<file path="src/rtl/i2c_req_arbiter.sv">
// Round-robin arbiter that lets NREQ requesters share one I2C byte master.
// Each transaction is latched in IDLE, handed to the master, and ends in a response or a timeout.
module i2c_req_arbiter #(
  parameter int unsigned NREQ        = 4,
  parameter int unsigned TIMEOUT_CYC = 20000
) (
  input  logic              clk,
  input  logic              rst,
  input  logic [NREQ-1:0]   req,
  input  logic [7*NREQ-1:0] req_addr,
  input  logic [NREQ-1:0]   req_op,
  input  logic [8*NREQ-1:0] req_din,
  output logic [NREQ-1:0]   gnt,
  output logic [NREQ-1:0]   rsp_done,
  output logic [7:0]        rsp_dout,
  output logic              rsp_ack_err,
  output logic              rsp_timeout,
  output logic              arb_busy,
  output logic              m_newd,
  output logic [6:0]        m_addr,
  output logic              m_op,
  output logic [7:0]        m_din,
  input  logic              m_busy,
  input  logic              m_done,
  input  logic              m_ack_err,
  input  logic [7:0]        m_dout
);

  localparam int unsigned IDW = (NREQ > 1) ? $clog2(NREQ) : 1;
  localparam int unsigned CW  = $clog2(TIMEOUT_CYC + 1);

  localparam logic [1:0] IDLE      = 2'd0;
  localparam logic [1:0] ISSUE     = 2'd1;
  localparam logic [1:0] WAIT_DONE = 2'd2;
  localparam logic [1:0] RESP      = 2'd3;

  logic [1:0]      state_q, state_d;
  logic [NREQ-1:0] gnt_q, gnt_d;
  logic [IDW-1:0]  win_q, win_d;
  logic [IDW-1:0]  last_id_q, last_id_d;
  logic [6:0]      addr_q, addr_d;
  logic            op_q, op_d;
  logic [7:0]      din_q, din_d;
  logic [CW-1:0]   cnt_q, cnt_d;
  logic [7:0]      dout_q, dout_d;
  logic            ack_q, ack_d;
  logic            to_q, to_d;

  logic [IDW-1:0]  pick;
  logic            pick_vld;
  logic [6:0]      sel_addr;
  logic            sel_op;
  logic [7:0]      sel_din;

  // Two passes: indices above last_id first, then wrap around to 0..last_id.
  always_comb begin
    pick     = '0;
    pick_vld = 1'b0;
    for (int unsigned j = 0; j < NREQ; j++) begin
      if (!pick_vld && req[j] && (IDW'(j) > last_id_q)) begin
        pick     = IDW'(j);
        pick_vld = 1'b1;
      end
    end
    for (int unsigned j = 0; j < NREQ; j++) begin
      if (!pick_vld && req[j] && (IDW'(j) <= last_id_q)) begin
        pick     = IDW'(j);
        pick_vld = 1'b1;
      end
    end
  end

  always_comb begin
    sel_addr = '0;
    sel_op   = 1'b0;
    sel_din  = '0;
    for (int unsigned j = 0; j < NREQ; j++) begin
      if (pick == IDW'(j)) begin
        sel_addr = req_addr[7*j +: 7];
        sel_op   = req_op[j];
        sel_din  = req_din[8*j +: 8];
      end
    end
  end

  always_comb begin
    state_d   = state_q;
    gnt_d     = gnt_q;
    win_d     = win_q;
    last_id_d = last_id_q;
    addr_d    = addr_q;
    op_d      = op_q;
    din_d     = din_q;
    cnt_d     = cnt_q;
    dout_d    = dout_q;
    ack_d     = ack_q;
    to_d      = to_q;
    case (state_q)
      IDLE: begin
        gnt_d = '0;
        if (pick_vld && !m_busy) begin
          win_d   = pick;
          gnt_d   = NREQ'(1) << pick;
          addr_d  = sel_addr;
          op_d    = sel_op;
          din_d   = sel_din;
          state_d = ISSUE;
        end
      end
      ISSUE: begin
        cnt_d   = '0;
        state_d = WAIT_DONE;
      end
      WAIT_DONE: begin
        // m_done is checked first so it wins over a coincident timeout.
        if (m_done) begin
          dout_d  = m_dout;
          ack_d   = m_ack_err;
          to_d    = 1'b0;
          state_d = RESP;
        end else if (cnt_q == CW'(TIMEOUT_CYC - 1)) begin
          ack_d   = 1'b1;
          to_d    = 1'b1;
          state_d = RESP;
        end else begin
          cnt_d = cnt_q + 1'b1;
        end
      end
      RESP: begin
        last_id_d = win_q;
        gnt_d     = '0;
        state_d   = IDLE;
      end
      default: state_d = IDLE;
    endcase
  end

  always_ff @(posedge clk or negedge rst) begin
    if (!rst) begin
      state_q   <= IDLE;
      gnt_q     <= '0;
      win_q     <= '0;
      last_id_q <= IDW'(NREQ - 1);
      addr_q    <= '0;
      op_q      <= 1'b0;
      din_q     <= '0;
      cnt_q     <= '0;
      dout_q    <= '0;
      ack_q     <= 1'b0;
      to_q      <= 1'b0;
    end else begin
      state_q   <= state_d;
      gnt_q     <= gnt_d;
      win_q     <= win_d;
      last_id_q <= last_id_d;
      addr_q    <= addr_d;
      op_q      <= op_d;
      din_q     <= din_d;
      cnt_q     <= cnt_d;
      dout_q    <= dout_d;
      ack_q     <= ack_d;
      to_q      <= to_d;
    end
  end

  assign gnt         = gnt_q;
  assign rsp_done    = (state_q == RESP) ? gnt_q : '0;
  assign rsp_dout    = dout_q;
  assign rsp_ack_err = ack_q;
  assign rsp_timeout = to_q;
  assign arb_busy    = (state_q != IDLE);
  assign m_newd      = (state_q == ISSUE);
  assign m_addr      = addr_q;
  assign m_op        = op_q;
  assign m_din       = din_q;

endmodule

</file>
<file path="config.mk">
export PLATFORM = sky130hd
export DESIGN_NAME = i2c_req_arbiter
export DESIGN_NICKNAME = d
export VERILOG_FILES = /design/src/rtl/i2c_req_arbiter.sv
export SDC_FILE = /design/constraint.sdc
export NUM_CORES = 1
export LEC_CHECK = 0
export ABC_AREA = 1
export BUFFER_PORTS_ARGS = -buffer_cell sky130_fd_sc_hd__buf_2
export CORE_ASPECT_RATIO = 1.5
export CORE_MARGIN = 4
export CORE_UTILIZATION = 54
export DETAILED_ROUTE_END_ITERATION = 10
export PLACE_DENSITY = 0.89
export SYNTH_ARGS = -nofsm -noshare
export SYNTH_HDL_FRONTEND = slang
export SYNTH_SLANG_ARGS = --single-unit
</file>
<file path="constraint.sdc">
create_clock -name clk -period 2.6 [get_ports clk]
set_input_delay 0.13 -clock clk [delete_from_list [all_inputs] [get_ports clk]]
set_output_delay 0.13 -clock clk [all_outputs]
set_load 0.01 [all_outputs]
</file>
# Word level (Yosys, flattened, before mapping)

Cells that the tools add are included.
W data, S select, Z words.

Bits of input ports: 81
Register bits after elaboration: 51
Word-level logic and storage cells: 107

Equal/unequal tests: 11
Reduce and logical (&&, ||, !) cells: 35
Shift-type cells: 1
$lt $le $gt $ge: 8
Add/subtract/negate cells: 1
Muxes and demuxes: 40

Operators by type and width:

| operator                | number |
|---|---|
| $mux W8                 | 4 |
| $mux W15                | 2 |
| $pmux W15 S2            | 1 |
| $mux W7                 | 4 |
| $mux W2                 | 9 |
| $logic_and A1 B1 Y1     | 16 |
| $mux W1                 | 16 |
| $add A15 B1 Y15 const B | 1 |
| $eq A15 B15 Y1 const B  | 1 |
| $eq A2 B2 Y1 const B    | 4 |
| $logic_not A1 Y1        | 8 |
| $mux W4                 | 2 |
| $pmux W2 S4             | 1 |
| $pmux W4 S2             | 1 |
| $reduce_and A2 Y1       | 4 |
| $reduce_bool A2 Y1      | 4 |
| $ne A2 B2 Y1 const B    | 3 |
| $eq A2 B1 Y1 const B    | 2 |
| $gt A1 B2 Y1 const A    | 2 |
| $gt A2 B2 Y1 const A    | 2 |
| $le A1 B2 Y1 const A    | 2 |
| $le A2 B2 Y1 const A    | 2 |
| $logic_not A2 Y1        | 2 |
| $shl A1 B2 Y4 const A   | 1 |
| other kinds (2)         | 2 |

# Logic depth before layout (Yosys ltp)

Depth after elaboration: 36
Gate-level depth with buffers: 14
Mapped depth without buffers: 13

# Worst setup path before layout

OpenSTA, ideal clock, no wires.

Kind: register to register
Start point: reg cnt_q[0]
End point: reg cnt_q[7]
Stages on the path, launching flop included: 12
Library setup time: 119 ps
Arrival: 1628 ps
Required time: 2481 ps
Slack: 853 ps
Cells stage by stage: dfrtp_1 -> ha_1 -> inv_1 -> nor2_1 -> nand2_1 -> nor3_1 -> nand3_2 -> nand3_4 -> inv_2 -> buf_4 -> nand2_1 -> o21ai_2

Cells in the longest elaborated chain, start to end: 4

RTL lines:

| element                  | line | RTL |
|---|---|---|
| start: declaration       | 44   | `logic [CW-1:0] cnt_q, cnt_d;` |
| start signal: assignment | 159  | `cnt_q <= cnt_d;` |
| $add A15 B1 Y15          | 126  | `cnt_d = cnt_q + 1'b1;` |
| $mux W15                 | 121  | `end else if (cnt_q == CW'(TIMEOUT_CYC - 1)) begin` |
| $mux W15                 | 116  | `if (m_done) begin` |
| $pmux W15 S2             | 98   | `case (state_q)` |

Parallel ways exist; a longest one is shown, timed or not. The select of a mux whose other input is x is not followed.
A chain may end at the register's enable or synchronous reset.

# Worst setup path after layout

Start point: reg last_id_q[1]
End point: reg din_q[1], in the netlist m_din[1]

Cells in the longest elaborated chain, start to end: 36

RTL lines:

| element                           | line | RTL |
|---|---|---|
| start: declaration                | 40   | `logic [IDW-1:0] last_id_q, last_id_d;` |
| start signal: assignment          | 143  | `last_id_q <= IDW'(NREQ - 1);` |
| start signal: assignment          | 155  | `last_id_q <= last_id_d;` |
| $gt A1 B2 Y1                      | 60   | `if (!pick_vld && req[j] && (IDW'(j) > last_id_q)) begin` |
| $logic_and A1 B1 Y1               | 60   |  |
| $mux W1                           | 60   |  |
| $logic_not A1 Y1                  | 60   |  |
| $logic_and A1 B1 Y1 (2 in series) | 60   |  |
| $mux W1                           | 60   |  |
| $logic_not A1 Y1                  | 60   |  |
| $logic_and A1 B1 Y1 (2 in series) | 60   |  |
| (+13 left out)                    | --   |  |
| $logic_not A1 Y1                  | 66   | `if (!pick_vld && req[j] && (IDW'(j) <= last_id_q)) begin` |
| $logic_and A1 B1 Y1 (2 in series) | 66   |  |
| $mux W1                           | 66   |  |
| $logic_not A1 Y1                  | 66   |  |
| $logic_and A1 B1 Y1 (2 in series) | 66   |  |
| $mux W2                           | 66   |  |
| $logic_not A2 Y1                  | 78   | `if (pick == IDW'(j)) begin` |
| $mux W8 (4 in series)             | 78   |  |
| end signal: assignment            | 158  | `din_q <= din_d;` |
| end: declaration                  | 43   | `logic [7:0] din_q, din_d;` |

Parallel ways exist; a longest one is shown, timed or not.

==> qor.yml <==
cts:
  numCtsBuffers: 5
  cts.sink_count: 51
  worstSkewPairLatency_ps: 300
  cts-resized-gates: 0
  h-tree-depth: 2
  clkTransAtPathRegs_ps: 100
  clk_path_buf_depth: 2
  cts_setup_buffers: 0
  tritoncts: "done"
  root_buffer: "clkbuf_8"
detailed_routing:
  avgRoutedWirePerCell_um: 14.0
  dr.pass1.iters: 4
  vias: 3405
  drc_errors: 0
  drt_iter0_markers: 197
  detail-route-antenna-nets: 0
  viasPerCell: 5.34
  wirelength_mm: 8.93
sta:
  clock.fmax_ghz: 0.429
  post-route-period-util_pct: 89.7
  final_max_slew_viol_count: 0
  fin_tns_setup_ps: 0
  grt_setup_unrepaired: "no"
  tightest_slew_ps: 859
  max-slew-margin-rel_pct: 42.7
  final_hold_viol_count: 0
  fin_crit_ps: 2330
  setup_viol: 0
  skew_ps: 7.74
pwr:
  vdd_drop_max_uv: 533
  power_mw: 3.50
  total_leakage_power_nw: 2.21
  p_per_area_nw_per_um2: 878
critical_path:
  ff2ff_path_depth: 10
  crit_path_start_kind: "flop"
  required_ps: 2840
  arrival_ps: 2570
  crit_path_end_kind: "flop"
  critPathKind: "flop to flop"
  crit_fanout: 33
yosys:
  synth-edff-count: 0
  yosysUniqueCellTypes: 35
  synth_area_leader_cell: "dfrtp_1"
  synth_top_area_share_pct: 37.0
  synth_area_leaders: "dfrtp_1, nand2_1, inv_1"
  ys_warn_count: 0
  syn_inst: 454
  yosysSeqAreaShare_pct: 38.6
  synthFlopType: "dfrtp_1"
  avgSynthCellArea_um2: 7.29
  synth_nets: 541
  ys_seq_elements: 51
  async_reset_ff_share_pct: 100
  netlist_area_um2: 3310
global_routing:
  track_usage_pct: 24.2
  antenna_found_initial: 0
  overflow: 0
  grt_pass1_wl_mm: 14.7
  grt_max_degree: 40
  grt_pass1_vias: 3407
die:
  rows: 34
  die_w_um: 71.9
  ios: 117
  die-area_um2: 7470
  die_y_um: 104
  start_util_pct: 56.4
  core_um2: 5870
cells_and_area:
  diodes: 0
  utilization_pct: 67.9
  area_growth_pct: 20.3
  drive_above_1_share_pct: 27.9
  nFillCells: 481
  nNetsFinal: 652
placed_design:
  dp.final_hpwl_mm: 6.97
  port_buffers: 116
  gp_congestion: 0.979
run:
  drv_cap: 0
status:
  status: "complete, no violations"
worst_hold_path:
  min_delay_path_depth: 3
  holdCritPathClass: "primary input to flop"
critical path, cell delays in order (launching register included):
cell and delay, ps:
dfstp_2 550, inv_1 60, nand2_1 110, nand2_2 90, nor2_4 170, nand4_4 320, nand2_2 540, o21ai_0 200
nand3_1 110, nand2_1 60, nand2_1 50
cells in the mapped netlist, types with 2 or more instances:
cell and number:
nand2_1 161, nand3_1 31, xor2_1 10, nor4_1 2
buf_6 4, buf_2 7, buf_4 5, dfrtp_1 49
inv_1 51, nor3_1 5, o21ai_0 33, nor2_1 16
buf_1 2, dfstp_2 2, nand3_2 2, o21ai_2 6
nand3b_1 16, ha_1 6, or2_2 2, a21oi_1 2
nand2_2 6, nand4_1 23
final cells by class:
type	instances	area, µm²	share of cell area (%)
clock inverter	3	18.8	0.471
clock buffer	5	68.8	1.73
timing repair buffer	123	636	16.0
tap	72	90.1	2.26
inverter	54	205	5.15
sequential	51	1280	32.1
multi-input combinational	330	1690	42.3
final timing paths:
check,to,startpoint,slack (ps)
min in group asynchronous,state_q[1]$_DFFE_PN0P_,rst,470
hold reg to reg,rsp_dout[3]$_DFFE_PN0P_,rsp_dout[3]$_DFFE_PN0P_,480
hold / removal,rsp_dout[3]$_DFFE_PN0P_,m_dout[3],20
setup reg to reg,m_din[1]$_DFFE_PN0P_,last_id_q[1]$_DFFE_PN1N_,270
max in group asynchronous,last_id_q[0]$_DFFE_PN1N_,rst,1420
setup / recovery,m_din[1]$_DFFE_PN0P_,last_id_q[1]$_DFFE_PN1N_,270
through the flow:
step	worst slack, ps	cells	hold slack, ps	cell area, µm²
5_1_grt	71.2	638	20.2	3980
2_1_floorplan	853	454	-166	3310
4_1_cts	302	638	8.24	3980
3_3_place_gp	452	629	289	3890
3_5_place_dp	327	629	290	3890
6_report	267	638	21.9	3980
where the power goes:
part	switching [mW]	internal [mW]
combinational	1.21	0.601
sequential	0.176	1.06
clock	0.261	0.190
logic make-up after synthesis:
kind of cell | count (synthesis) | synth area share (%)
AOI/OAI and AO/OA | 42 | 7.14
xor gates and xnor gates | 10 | 2.65
adders and majority gates | 6 | 2.27
buffers and inverters | 73 | 10.4
DFF | 51 | 38.6
and+or+nand+nor | 272 | 38.9
layer usage:
layer  GRT usage (%)  wire [µm]  up-vias
met4            12.6        348        0
met3            3.38        551       34
li1                -          -     1674
met2            42.8       4690      162
met1            27.4       3340     1535
met5               0          0        -
layout by cell type, fill, tap and decap left out, drive strengths merged:
cell and n:
a21oi 3, buf 122, clkbuf 5, clkinv 3, dfrtp 49, dfstp 2, dlygate4sd3 1, ha 6
inv 54, nand2 168, nand3 34, nand3b 16, nand4 24, nor2 18, nor3 6, nor4 3
o21ai 39, or2 3, xor2 10
state kept, by name (all words and copies together), names as in the netlist, 2 cells and up:
signal	count
last_id_q	2
m_addr	7
rsp_dout	8
state_q	2
gnt	4
win_q	2
cnt_q	15
m_din	8
what timing repair did:
action / in CTS / in global routing
hold buffers: 1 / 0
endpoints found under the hold margin: 37 / 0
endpoints found under the setup margin: 0 / 0
Power figures use the tool's default switching activity.
